--- config.mk ---
export PLATFORM = sky130hd
export DESIGN_NAME = maze_move_arbiter
export DESIGN_NICKNAME = d
export VERILOG_FILES = /design/src/rtl/maze_pkg.sv /design/src/rtl/maze_cell_lookup.sv /design/src/rtl/maze_move_arbiter.sv
export SDC_FILE = /design/constraint.sdc
export NUM_CORES = 1
export LEC_CHECK = 0
export BUFFER_PORTS_ARGS = -buffer_cell sky130_fd_sc_hd__buf_2
export CORE_ASPECT_RATIO = 0.9
export CORE_MARGIN = 2
export CORE_UTILIZATION = 55
export CTS_BUF_LIST = sky130_fd_sc_hd__clkbuf_4 sky130_fd_sc_hd__clkbuf_8
export CTS_CLUSTER_DIAMETER = 30
export DETAILED_ROUTE_END_ITERATION = 12
export GPL_TIMING_DRIVEN = 0
export PLACE_DENSITY = 0.77
export SLEW_MARGIN = 20
export SYNTH_ARGS = -nofsm -noshare
export SYNTH_HDL_FRONTEND = slang
export SYNTH_SLANG_ARGS = --single-unit
--- constraint.sdc ---
create_clock -name Clk -period 10 [get_ports Clk]
set_clock_uncertainty 0.2 [all_clocks]
set_input_delay 3 -clock Clk [delete_from_list [all_inputs] [get_ports Clk]]
set_output_delay 3 -clock Clk [all_outputs]
set_load 0.05 [all_outputs]
--- src/rtl/maze_pkg.sv ---
// rtl/maze_pkg.sv - shared types and preset wall maps for the maze move arbiter
package maze_pkg;

    localparam int P_COLS  = 12;
    localparam int P_ROWS  = 12;
    localparam int VERT_W  = P_ROWS * (P_COLS + 1);
    localparam int HORIZ_W = (P_ROWS + 1) * P_COLS;

    typedef enum logic [1:0] {UP, DOWN, LEFT, RIGHT} dir_t;
    typedef enum logic {LOAD, SERVE} state_t;

    // Start screen: only the outer frame is walled.
    localparam logic [VERT_W-1:0]  START_VERT  = {P_ROWS{13'b1_0000_0000_0001}};
    localparam logic [HORIZ_W-1:0] START_HORIZ = {12'hFFF, {(P_ROWS-1){12'h000}}, 12'hFFF};

    // Level map: vertical walls every third column, repeating horizontal pattern.
    localparam logic [VERT_W-1:0]  LEVEL_VERT  = {P_ROWS{13'b1_0010_0100_1001}};
    localparam logic [HORIZ_W-1:0] LEVEL_HORIZ = {12'hFFF, {(P_ROWS-1){12'h0A5}}, 12'hFFF};

    // Bit position of a direction inside the {up, down, left, right} response.
    function automatic logic [1:0] dir_bit(input dir_t d);
        return 2'(3 - int'(d));
    endfunction

endpackage

--- src/rtl/maze_cell_lookup.sv ---
// rtl/maze_cell_lookup.sv - combinational wall lookup for one cell, boundary cells included
module maze_cell_lookup
    import maze_pkg::*;
#(
    parameter int COLS = 12,
    parameter int ROWS = 12,
    parameter int CW   = 5
) (
    input  logic [ROWS*(COLS+1)-1:0] i_vert,
    input  logic [(ROWS+1)*COLS-1:0] i_horiz,
    input  logic [CW-1:0]            i_x,
    input  logic [CW-1:0]            i_y,
    output logic [3:0]               o_ok
);

    localparam int VW  = ROWS * (COLS + 1);
    localparam int HW  = (ROWS + 1) * COLS;
    localparam int VIW = $clog2(VW);
    localparam int HIW = $clog2(HW);

    logic [VIW-1:0] w_il;
    logic [VIW-1:0] w_ir;
    logic [HIW-1:0] w_iu;
    logic [HIW-1:0] w_id;

    always_comb begin
        w_il = VIW'((int'(i_y) - 1) * (COLS + 1) + int'(i_x) - 1);
        w_ir = VIW'((int'(i_y) - 1) * (COLS + 1) + int'(i_x));
        w_iu = HIW'((int'(i_y) - 1) * COLS + int'(i_x) - 1);
        w_id = HIW'(int'(i_y) * COLS + int'(i_x) - 1);
    end

    // Tunnel and spawn-lane cells only ever allow the single move back into the maze.
    always_comb begin
        o_ok = '0;
        if (i_y > CW'(ROWS)) begin
            o_ok = 4'b1000;
        end else if (i_y == '0) begin
            o_ok = 4'b0100;
        end else if (i_x == '0) begin
            o_ok = 4'b0001;
        end else if (i_x > CW'(COLS)) begin
            o_ok = 4'b0010;
        end else begin
            o_ok[dir_bit(UP)]    = ~i_horiz[w_iu];
            o_ok[dir_bit(DOWN)]  = ~i_horiz[w_id];
            o_ok[dir_bit(LEFT)]  = ~i_vert[w_il];
            o_ok[dir_bit(RIGHT)] = ~i_vert[w_ir];
        end
    end

endmodule

--- src/rtl/maze_move_arbiter.sv ---
// rtl/maze_move_arbiter.sv - registered wall map with row-wise reload, door edits and
// round-robin move-legality queries for several agents
module maze_move_arbiter
    import maze_pkg::*;
#(
    parameter int COLS     = 12,
    parameter int ROWS     = 12,
    parameter int N_AGENTS = 4,
    parameter int CW       = 5
) (
    input  logic                                Clk,
    input  logic                                Reset_n,
    input  logic                                load,
    input  logic                                load_sel,
    output logic                                busy,
    input  logic                                door_we,
    input  logic [$clog2((ROWS+1)*COLS)-1:0]    door_idx,
    input  logic                                door_val,
    input  logic [N_AGENTS-1:0]                 req,
    input  logic [N_AGENTS*CW-1:0]              qx,
    input  logic [N_AGENTS*CW-1:0]              qy,
    output logic [N_AGENTS-1:0]                 ack,
    output logic                                rsp_valid,
    output logic [$clog2(N_AGENTS)-1:0]         rsp_id,
    output logic [3:0]                          rsp_ok
);

    localparam int VW  = ROWS * (COLS + 1);
    localparam int HW  = (ROWS + 1) * COLS;
    localparam int RW  = $clog2(ROWS + 1);
    localparam int IDW = $clog2(N_AGENTS);

    state_t             r_state;
    state_t             w_state_nxt;
    logic [RW-1:0]      r_row;
    logic [RW-1:0]      w_row_nxt;
    logic               r_sel;
    logic               w_sel_nxt;
    logic [VW-1:0]      r_vert;
    logic [HW-1:0]      r_horiz;
    logic [VW-1:0]      w_pre_vert;
    logic [HW-1:0]      w_pre_horiz;

    logic [IDW-1:0]      r_ptr;
    logic [N_AGENTS-1:0] r_ack;
    logic                r_rsp_valid;
    logic [IDW-1:0]      r_rsp_id;
    logic [3:0]          r_rsp_ok;

    logic [N_AGENTS-1:0] w_req_eff;
    logic [IDW-1:0]      w_cand;
    logic                w_gnt_vld;
    logic [IDW-1:0]      w_gnt_id;
    logic [IDW-1:0]      w_ptr_nxt;
    logic [CW-1:0]       w_gx;
    logic [CW-1:0]       w_gy;
    logic [3:0]          w_ok;

    always_ff @(posedge Clk or negedge Reset_n) begin
        if (!Reset_n) begin
            r_state <= LOAD;
            r_row   <= '0;
            r_sel   <= 1'b0;
        end else begin
            r_state <= w_state_nxt;
            r_row   <= w_row_nxt;
            r_sel   <= w_sel_nxt;
        end
    end

    always_comb begin
        w_state_nxt = r_state;
        w_row_nxt   = r_row;
        w_sel_nxt   = r_sel;
        case (r_state)
            LOAD: begin
                if (load) begin
                    w_row_nxt = '0;
                    w_sel_nxt = load_sel;
                end else if (r_row == RW'(ROWS)) begin
                    w_state_nxt = SERVE;
                    w_row_nxt   = '0;
                end else begin
                    w_row_nxt = r_row + 1'b1;
                end
            end
            SERVE: begin
                if (load) begin
                    w_state_nxt = LOAD;
                    w_row_nxt   = '0;
                    w_sel_nxt   = load_sel;
                end
            end
            default: begin
                w_state_nxt = LOAD;
                w_row_nxt   = '0;
            end
        endcase
    end

    assign busy        = (r_state == LOAD);
    assign w_pre_vert  = r_sel ? LEVEL_VERT  : START_VERT;
    assign w_pre_horiz = r_sel ? LEVEL_HORIZ : START_HORIZ;

    // Row k of the preset is copied at step k; the last step has only a horizontal row.
    always_ff @(posedge Clk or negedge Reset_n) begin
        if (!Reset_n) begin
            r_vert  <= '1;
            r_horiz <= '1;
        end else if (r_state == LOAD) begin
            for (int k = 0; k <= ROWS; k++) begin
                if (r_row == RW'(k)) begin
                    r_horiz[k*COLS +: COLS] <= w_pre_horiz[k*COLS +: COLS];
                end
            end
            for (int k = 0; k < ROWS; k++) begin
                if (r_row == RW'(k)) begin
                    r_vert[k*(COLS+1) +: COLS+1] <= w_pre_vert[k*(COLS+1) +: COLS+1];
                end
            end
        end else if (door_we && (int'(door_idx) < HW)) begin
            r_horiz[door_idx] <= door_val;
        end
    end

    // An agent acked this cycle is masked so its still-high req is not served twice.
    always_comb begin
        w_req_eff = req & ~r_ack;
        w_gnt_vld = 1'b0;
        w_gnt_id  = '0;
        w_cand    = '0;
        if ((r_state == SERVE) && !load) begin
            for (int off = N_AGENTS - 1; off >= 0; off--) begin
                w_cand = IDW'((int'(r_ptr) + off) % N_AGENTS);
                if (w_req_eff[w_cand]) begin
                    w_gnt_vld = 1'b1;
                    w_gnt_id  = w_cand;
                end
            end
        end
    end

    assign w_ptr_nxt = (w_gnt_id == IDW'(N_AGENTS - 1)) ? '0 : w_gnt_id + 1'b1;

    always_comb begin
        w_gx = '0;
        w_gy = '0;
        for (int i = 0; i < N_AGENTS; i++) begin
            if (w_gnt_id == IDW'(i)) begin
                w_gx = qx[i*CW +: CW];
                w_gy = qy[i*CW +: CW];
            end
        end
    end

    maze_cell_lookup #(
        .COLS (COLS),
        .ROWS (ROWS),
        .CW   (CW)
    ) u_lookup (
        .i_vert  (r_vert),
        .i_horiz (r_horiz),
        .i_x     (w_gx),
        .i_y     (w_gy),
        .o_ok    (w_ok)
    );

    // The result is captured at grant time, so a door edit in the same cycle is not visible.
    always_ff @(posedge Clk or negedge Reset_n) begin
        if (!Reset_n) begin
            r_ptr       <= '0;
            r_ack       <= '0;
            r_rsp_valid <= 1'b0;
            r_rsp_id    <= '0;
            r_rsp_ok    <= '0;
        end else begin
            r_rsp_valid <= w_gnt_vld;
            r_ack       <= '0;
            if (w_gnt_vld) begin
                r_ack[w_gnt_id] <= 1'b1;
                r_rsp_id        <= w_gnt_id;
                r_rsp_ok        <= w_ok;
                r_ptr           <= w_ptr_nxt;
            end
        end
    end

    assign ack       = r_ack;
    assign rsp_valid = r_rsp_valid;
    assign rsp_id    = r_rsp_id;
    assign rsp_ok    = r_rsp_ok;

endmodule

==> reports/qor.yml, run 1 <==
status: "completed"
end_kind: "register"
grt_max_degree: 87
drc: 0
crit_path_start: "load"
p_comb_frac: 0.482
synth_area_um2: 15470
grt_pass1_wl_mm: 85.53
r2r_setup_slack_ns: 2.49
power.leakage_nw: 6.551
start_kind: "input port"
holdCritStartpoint: "rsp_id[1]"
setup_tns_ns: 0
layout.nets: 2013
yosysTopAreaCellShare: 0.3057
ir_worst_vdd_v: 0.0001148
r2r_cells: 29
antenna_found_initial: 4
slew_viol_final: 0
dp.cells: 2221
io_pins: 70
slowest_stage: "fa_1"
min_period_over_period: 0.9683
powerDensity_nw_per_um2: 183.2
p_clk_frac: 0.190
cp.arrival_ns: 9.90
yosys-top-cells-count: "o21ai_0, nor2_1, dfstp_2"
yosys_warnings: 0
max_stage_delay_ns: 0.60
synth_most_common_cell: "o21ai_0"
grt_usage: 0.3770
fp.dieH_um: 163.1
reg2reg_from: "ack[3]"
whs_endpoint: "rsp_id[1]"
cpMostUsedCell: "ha_1"
r2r-end: "rsp_ok[1]"
p_seq_frac: 0.328
synth_seq_cells: 199
layout-drive-gt1-share: 0.2335
relSlewSlack: 0.2793
start_util: 0.5566
htreeDepth: 4
period_minus_slack_ns: 9.683
path_clk_slew_ns: 0.14
drt-wirelength-per-cell_um: 24.82
cts_tree: "yes"
die-width_um: 180.8
root_buffer: "clkbuf_8"
crit_family: "adder cells"
setup_violations: 0
synth_cell_types: 86
internal_power_mw: 1.734
critPathMaxFanout: 10
p_sw_mw: 1.373
place_ws_ns: -1.337
rows: 58
hold-worst-slack_ns: 0.3017
wirelength_mm: 56.14
drtIter0Drc: 1874
syn-instance-count: 1794
yosysTopAreaCell: "dfstp_2"
area_delta_synth_final_pct: 9.641
final_cells: 2262
final_area_um2: 16960
synth_edf_count: 0
grt_pass1_vias: 14440
vias: 15470
synth_fp_nets: 1923
worst_slew_pin_slew_ns: 1.081
clk_path_buf_depth: 2
overflow: 0
drtPass1Iterations: 6
async_flop_share: 1.000
swShare: 0.4419
dieArea_um2: 29490
hold_class: "reg2reg"
path_buf_inv: 7
antenna_left: 0
synth_ff_type: "dfstp_2"
cts_buffers: 17
dpl.hpwl_mm: 40.59
port_buffers: 64
fmax_ghz: 0.1033
path_class: "in2reg"
synth.avg_cell_area_um2: 8.623
synthTopCellsByArea: "dfstp_2, o21ai_0, mux4_2, ha_1, nor2_1"
place_congestion: 1.060
routed_via_density: 6.840
insertion_delay_ns: 0.53
ys_seq_area_frac: 0.3365
placed_area_um2: 16320
required_ns: 10.22
core_area_um2: 27790
clock_sinks: 199
min_path_cells: 2
fin_ws_ns: 0.3168
hold_viol_final: 0
cap_viol_max_count: 0
==> stage by stage <==
stage / utilization / total power, mW
2_1_floorplan: - / 2.022
3_3_place_gp: 0.5844 / 2.392
3_5_place_dp: 0.5873 / 2.410
4_1_cts: 0.6062 / 3.022
5_1_grt: 0.6098 / 3.263
6_report: 0.6102 / 3.108
==> layout make-up <==
| class | count | area, um^2 |
|---|---|---|
| Buffer | 145 | 618.1 |
| Sequential cell | 199 | 5205 |
| Inverter | 67 | 251.5 |
| Timing Repair Buffer | 71 | 422.9 |
| Multi-Input combinational cell | 1383 | 9544 |
| Clock inverter | 15 | 222.7 |
| Antenna cell | 5 | 12.51 |
| Clock buffer | 17 | 234.0 |
| Tap cell | 360 | 450.4 |
| Fill cell | 2382 | 10830 |
==> power groups by stage <==
stage	logic, mW	clock network (mW)	registers, mW
global placement	1.37	0	1.02
global route	1.62	0.624	1.02
CTS	1.42	0.593	1.01
floorplan	1.02	0	1.00
detailed placement	1.39	0	1.02
finish	1.50	0.591	1.02
==> sequential cells by signal (all words and copies together) (netlist names) <==
signal / cells
r_horiz: 156
r_vert: 24
ack: 4
r_row: 4
rsp_ok: 4
r_ptr: 2
rsp_id: 2
r_sel: 1
r_state: 1
rsp_valid: 1
==> repair_timing <==
| action | in CTS | in global routing |
|---|---|---|
| hold buffers | 0 | 0 |
| cloned | 0 | 0 |
| setup endpoints to repair | 2 | 3 |
| pin swaps | 0 | 6 |
| resized for setup | 10 | 29 |
| setup buffers | 0 | 4 |
==> cell families after synthesis <==
kind of cell,share of synthesized area
simple gates,0.1504
xor+xnor,0.02863
fa+ha+maj,0.06341
flops,0.3365
compound gates,0.2426
mux,0.1234
buf+inv,0.05516
==> worst max-delay path by stage <==
stage	to	depth (start not counted)	slack, ns
final	rsp_ok[1]	29	0.32
after global routing	rsp_ok[1]	35	-0.03
after CTS	rsp_ok[1]	35	0.008
after detailed placement	rsp_ok[1]	31	-1.34
after global placement	rsp_ok[1]	31	-1.35
after floorplan	rsp_ok[1]	28	0.06
==> layer usage <==
metal | global-route usage | share of wire
met5 | 0 | 0
met4 | 0.1697 | 0.047
met3 | 0.1311 | 0.13
met2 | 0.5501 | 0.43
met1 | 0.5062 | 0.40
==> worst reg2reg max path, delay by kind of cell, from the launching register on <==
kind | cells | cell delay (ns)
XOR/XNOR | 2 | 0.44
AND/OR/NAND/NOR | 5 | 1.10
adder cells (fa/ha/maj) | 6 | 2.09
flip-flops | 1 | 0.43
multiplexers | 1 | 0.11
AO/OA/AOI/OAI | 9 | 2.14
buffers and inverters | 6 | 0.92
==> placed cells by master, fill, tap and decap left out, types with 6 or more instances in the layout <==
master,n
clkinv_8,6
a221oi_1,9
o211ai_1,6
o31ai_1,6
nand2b_1,23
a22o_1,11
buf_1,8
xnor2_1,20
mux2i_1,31
clkbuf_8,17
nor3_1,24
a31oi_1,61
nand3_1,29
mux2_2,55
o22ai_1,40
a21oi_1,135
fa_1,10
and2_1,13
dfstp_2,180
a21o_1,9
mux4_2,40
nand2_1,136
xor2_1,15
nor2_1,187
inv_1,64
buf_2,80
buf_4,6
nand4_1,13
o221ai_1,14
a211oi_1,11
clkbuf_1,108
o21ai_0,270
ha_1,59
nor2b_1,39
dfrtp_1,19
o21a_1,11
Note: power is estimated with default switching activity, not from simulation.
==> run 2: changes to the inputs <==
- ABC_AREA: not set -> 1
- SKIP_LAST_GASP: not set -> 1
==> run 2 against run 1 <==
Against the previous run: core utilization hardly changed; clock power increased by 1%; final cell count grew 21%; routed wire length up 14%; register-to-register slack got worse by 0.22 ns; sequential power about the same; combinational power increased by 3%; synthesized cell count grew 27%; non-clock buffer count decreased by 3; area after synthesis grew 2.0%; critical path depth up 10; critical endpoint unchanged; largest cell class unchanged; largest power group unchanged; highest routed layer unchanged.
==> reports/qor.yml, run 2 <==
dp.cells: 2704  # was 2221
synthTopCellsByArea: "dfstp_2, nand2_1, o21ai_0, nand3_1, inv_1"  # was dfstp_2, o21ai_0, mux4_2, ha_1, nor2_1
grt_pass1_vias: 16400  # was 14440
p_seq_frac: 0.318  # was 0.328
final_common_cell: "nand2_1"  # was o21ai_0
synth_most_common_cell: "nand2_1"  # was o21ai_0
place_congestion: 1.030  # was 1.060
swShare: 0.4717  # was 0.4419
reg.largest.list: "r_horiz (156), r_vert (24)"  # unchanged
synth_ff_type: "dfstp_2"  # unchanged
grt_max_degree: 99  # was 87
power.leakage_nw: 7.321  # was 6.551 nW
grt_usage: 0.4287  # was 0.3770
drt-wirelength-per-cell_um: 23.44  # was 24.82 um
final_cells: 2741  # was 2262
setup_tns_ns: 0  # unchanged
rsz0062_at_grt: "false"
synth_seq_cells: 199  # unchanged
drtPass1Iterations: 9  # was 6
internal_power_mw: 1.661  # was 1.734 mW
groute.layer.met3.usage: 0.1125  # was 0.1311
die-width_um: 182.5  # was 180.8 um
antenna_left: 0  # unchanged
io_pins: 70  # unchanged
clk_path_buf_depth: 2  # unchanged
setup_violations: 0  # unchanged
status: "completed"  # unchanged
synth.avg_cell_area_um2: 6.941  # was 8.623 um^2
syn-instance-count: 2273  # was 1794
yosys-top-cells-count: "nand2_1, o21ai_0, nand3_1"  # was o21ai_0, nor2_1, dfstp_2
end_kind: "register"  # unchanged
antenna_found_initial: 2  # was 4
ir_worst_vdd_v: 0.0001381  # was 0.0001148 V
wirelength_mm: 64.25  # was 56.14 mm
crit_family: "adder cells"  # unchanged
cts_tree: "yes"  # unchanged
cpMostUsedCell: "inv_1"  # was ha_1
final_area_um2: 17150  # was 16960 um^2
core_area_um2: 28080  # was 27790 um^2
grtUsageMet1: 0.5427  # was 0.5062
synth_fp_nets: 2402  # was 1923
ctsHoldBuffers: 0  # unchanged
start_kind: "input port"  # unchanged
worst_slew_pin_slew_ns: 1.249  # was 1.081 ns
clock_sinks: 199  # unchanged
min_period_over_period: 0.9572  # was 0.9683
hold-worst-slack_ns: 0.2882  # was 0.3017 ns
rows: 58  # unchanged
required_ns: 10.20  # was 10.22 ns
synth_cell_types: 51  # was 86
final_cell_mix: "nand2_1, o21ai_0, nand3_1, inv_1, nor2_1"  # was o21ai_0, nor2_1, dfstp_2, nand2_1, a21oi_1
routed_via_density: 6.395  # was 6.840
yosysTopAreaCellShare: 0.2998  # was 0.3057
top_usage_layer: "met2"  # unchanged
fmax_ghz: 0.1045  # was 0.1033 GHz
cap_viol_max_count: 0  # unchanged
p_sw_mw: 1.483  # was 1.373 mW
yosysTopAreaCell: "dfstp_2"  # unchanged
grt_pass1_wl_mm: 96.64  # was 85.53 mm
slew_viol_final: 0  # unchanged
dieArea_um2: 30060  # was 29490 um^2
cp.arrival_ns: 9.77  # was 9.90 ns
path_clk_slew_ns: 0.14  # about the same
p_comb_frac: 0.492  # was 0.482
htreeDepth: 4  # unchanged
dpl.hpwl_mm: 47.61  # was 40.59 mm
largest_reg_flops: 156  # unchanged
hold_class: "reg2reg"  # unchanged
powerDensity_nw_per_um2: 183.3  # was 183.2 nW/um^2
relSlewSlack: 0.1613  # was 0.2793
finalPower_mw: 3.143  # was 3.108 mW
insertion_delay_ns: 0.52  # was 0.53 ns
slowest_stage: "fa_1"  # unchanged
start_util: 0.5618  # was 0.5566
fp.dieH_um: 164.7  # was 163.1 um
synth_area_um2: 15780  # was 15470 um^2
critPathMaxFanout: 10  # unchanged
layout.nets: 2494  # was 2013
layout-drive-gt1-share: 0.1526  # was 0.2335
path_buf_inv: 13  # was 7
use_met2: 0.6517  # was 0.5501
area_delta_synth_final_pct: 8.707  # was 9.641%
path_class: "in2reg"  # unchanged
hold_viol_final: 0  # unchanged
period_minus_slack_ns: 9.572  # was 9.683 ns
drtIter0Drc: 2403  # was 1874
placed_area_um2: 16640  # was 16320 um^2
regMostFlops: "r_horiz"  # unchanged
drc: 0  # unchanged
p_clk_frac: 0.190  # about the same
port_buffers: 69  # was 64
cts_buffers: 17  # unchanged
root_buffer: "clkbuf_8"  # unchanged
ys_seq_area_frac: 0.3299  # was 0.3365
max_stage_delay_ns: 0.55  # was 0.60 ns
vias: 17530  # was 15470
synth_edf_count: 0  # unchanged
yosys_warnings: 0  # unchanged
overflow: 0  # unchanged
async_flop_share: 1.000  # unchanged
[run 2: cell types whose count changed in the layout (fill, tap and decap cells not counted), moves of 32 or more]
cell,delta
o31ai_1,+73
a21oi_1,+32
inv_1,+181
mux4_2,-40
nand2_1,+258
nand3_1,+218
nor2b_1,-39
mux2_2,-55
a31oi_1,-32
[run 2: stage by stage]
step / worst slack (ns) / utilization
after floorplan: 1.156 / -
after global placement: -0.1793 / 0.5901
after detailed placement: -0.2286 / 0.5925
after CTS: 0.2864 / 0.6084
after global routing: 0.01497 / 0.6106
final: 0.4282 / 0.6107
[run 2: worst paths after layout]
check,from,endpoint,slack (ns),cells past startpoint
worst min-delay path,r_horiz[125],r_horiz[125],0.29,2
worst max register to register,r_state,rsp_ok[1],2.27,34
max in group asynchronous,Reset_n,r_horiz[11],6.59,2
worst max-delay path,req[2],rsp_ok[1],0.43,39
min in group asynchronous,Reset_n,rsp_id[0],2.20,1
worst min register to register,r_horiz[125],r_horiz[125],0.29,2
[run 2: area by class of cell]
class	count	area (um^2)
flip-flops and latches	199	5205
clock inverters	14	198.9
diodes	3	7.507
inverters	265	998.5
plain buffers	140	603.1
multi-input cells	1669	9015
repair buffers	73	425.4
well taps	360	450.4
fillers	2645	10930
clock buffers	18	247.7
[run 2: worst reg2reg max path, delay by kind of cell (launching register included)]
kind,cells,cell delay [ns]
AND/OR/NAND/NOR,11,1.51
buffers and inverters,11,2.40
XOR/XNOR,1,0.18
flip-flops,1,0.46
adder cells (fa/ha/maj),6,2.08
AO/OA/AOI/OAI,5,0.80
[run 2: power groups by stage]
| stage | combinational [mW] | clock [mW] | sequential [mW] |
|---|---|---|---|
| after floorplan | 0.996 | 0 | 1.03 |
| after global placement | 1.46 | 0 | 1.01 |
| after detailed placement | 1.47 | 0 | 1.01 |
| after CTS | 1.48 | 0.593 | 0.997 |
| after global routing | 1.67 | 0.625 | 1.01 |
| final | 1.55 | 0.597 | 0.999 |
[run 2: kinds of logic after synthesis]
family          after synthesis  share of synthesized area
fa+ha+maj                    71                    0.06154
xor+xnor                     28                    0.01602
compound gates              662                     0.2450
simple gates                908                     0.2462
buf+inv                     405                     0.1013
flops                       199                     0.3299
[run 2: repair_timing]
action / in CTS / in global routing
resized for setup: 0 / 7
endpoints found under the setup margin: 0 / 2
setup buffers: 0 / 2
[run 2: layer usage]
metal	up-vias	wire length [um]
li1	7910	-
met1	8114	24520
met2	1263	27390
met3	242	7807
met4	0	4530
met5	-	0
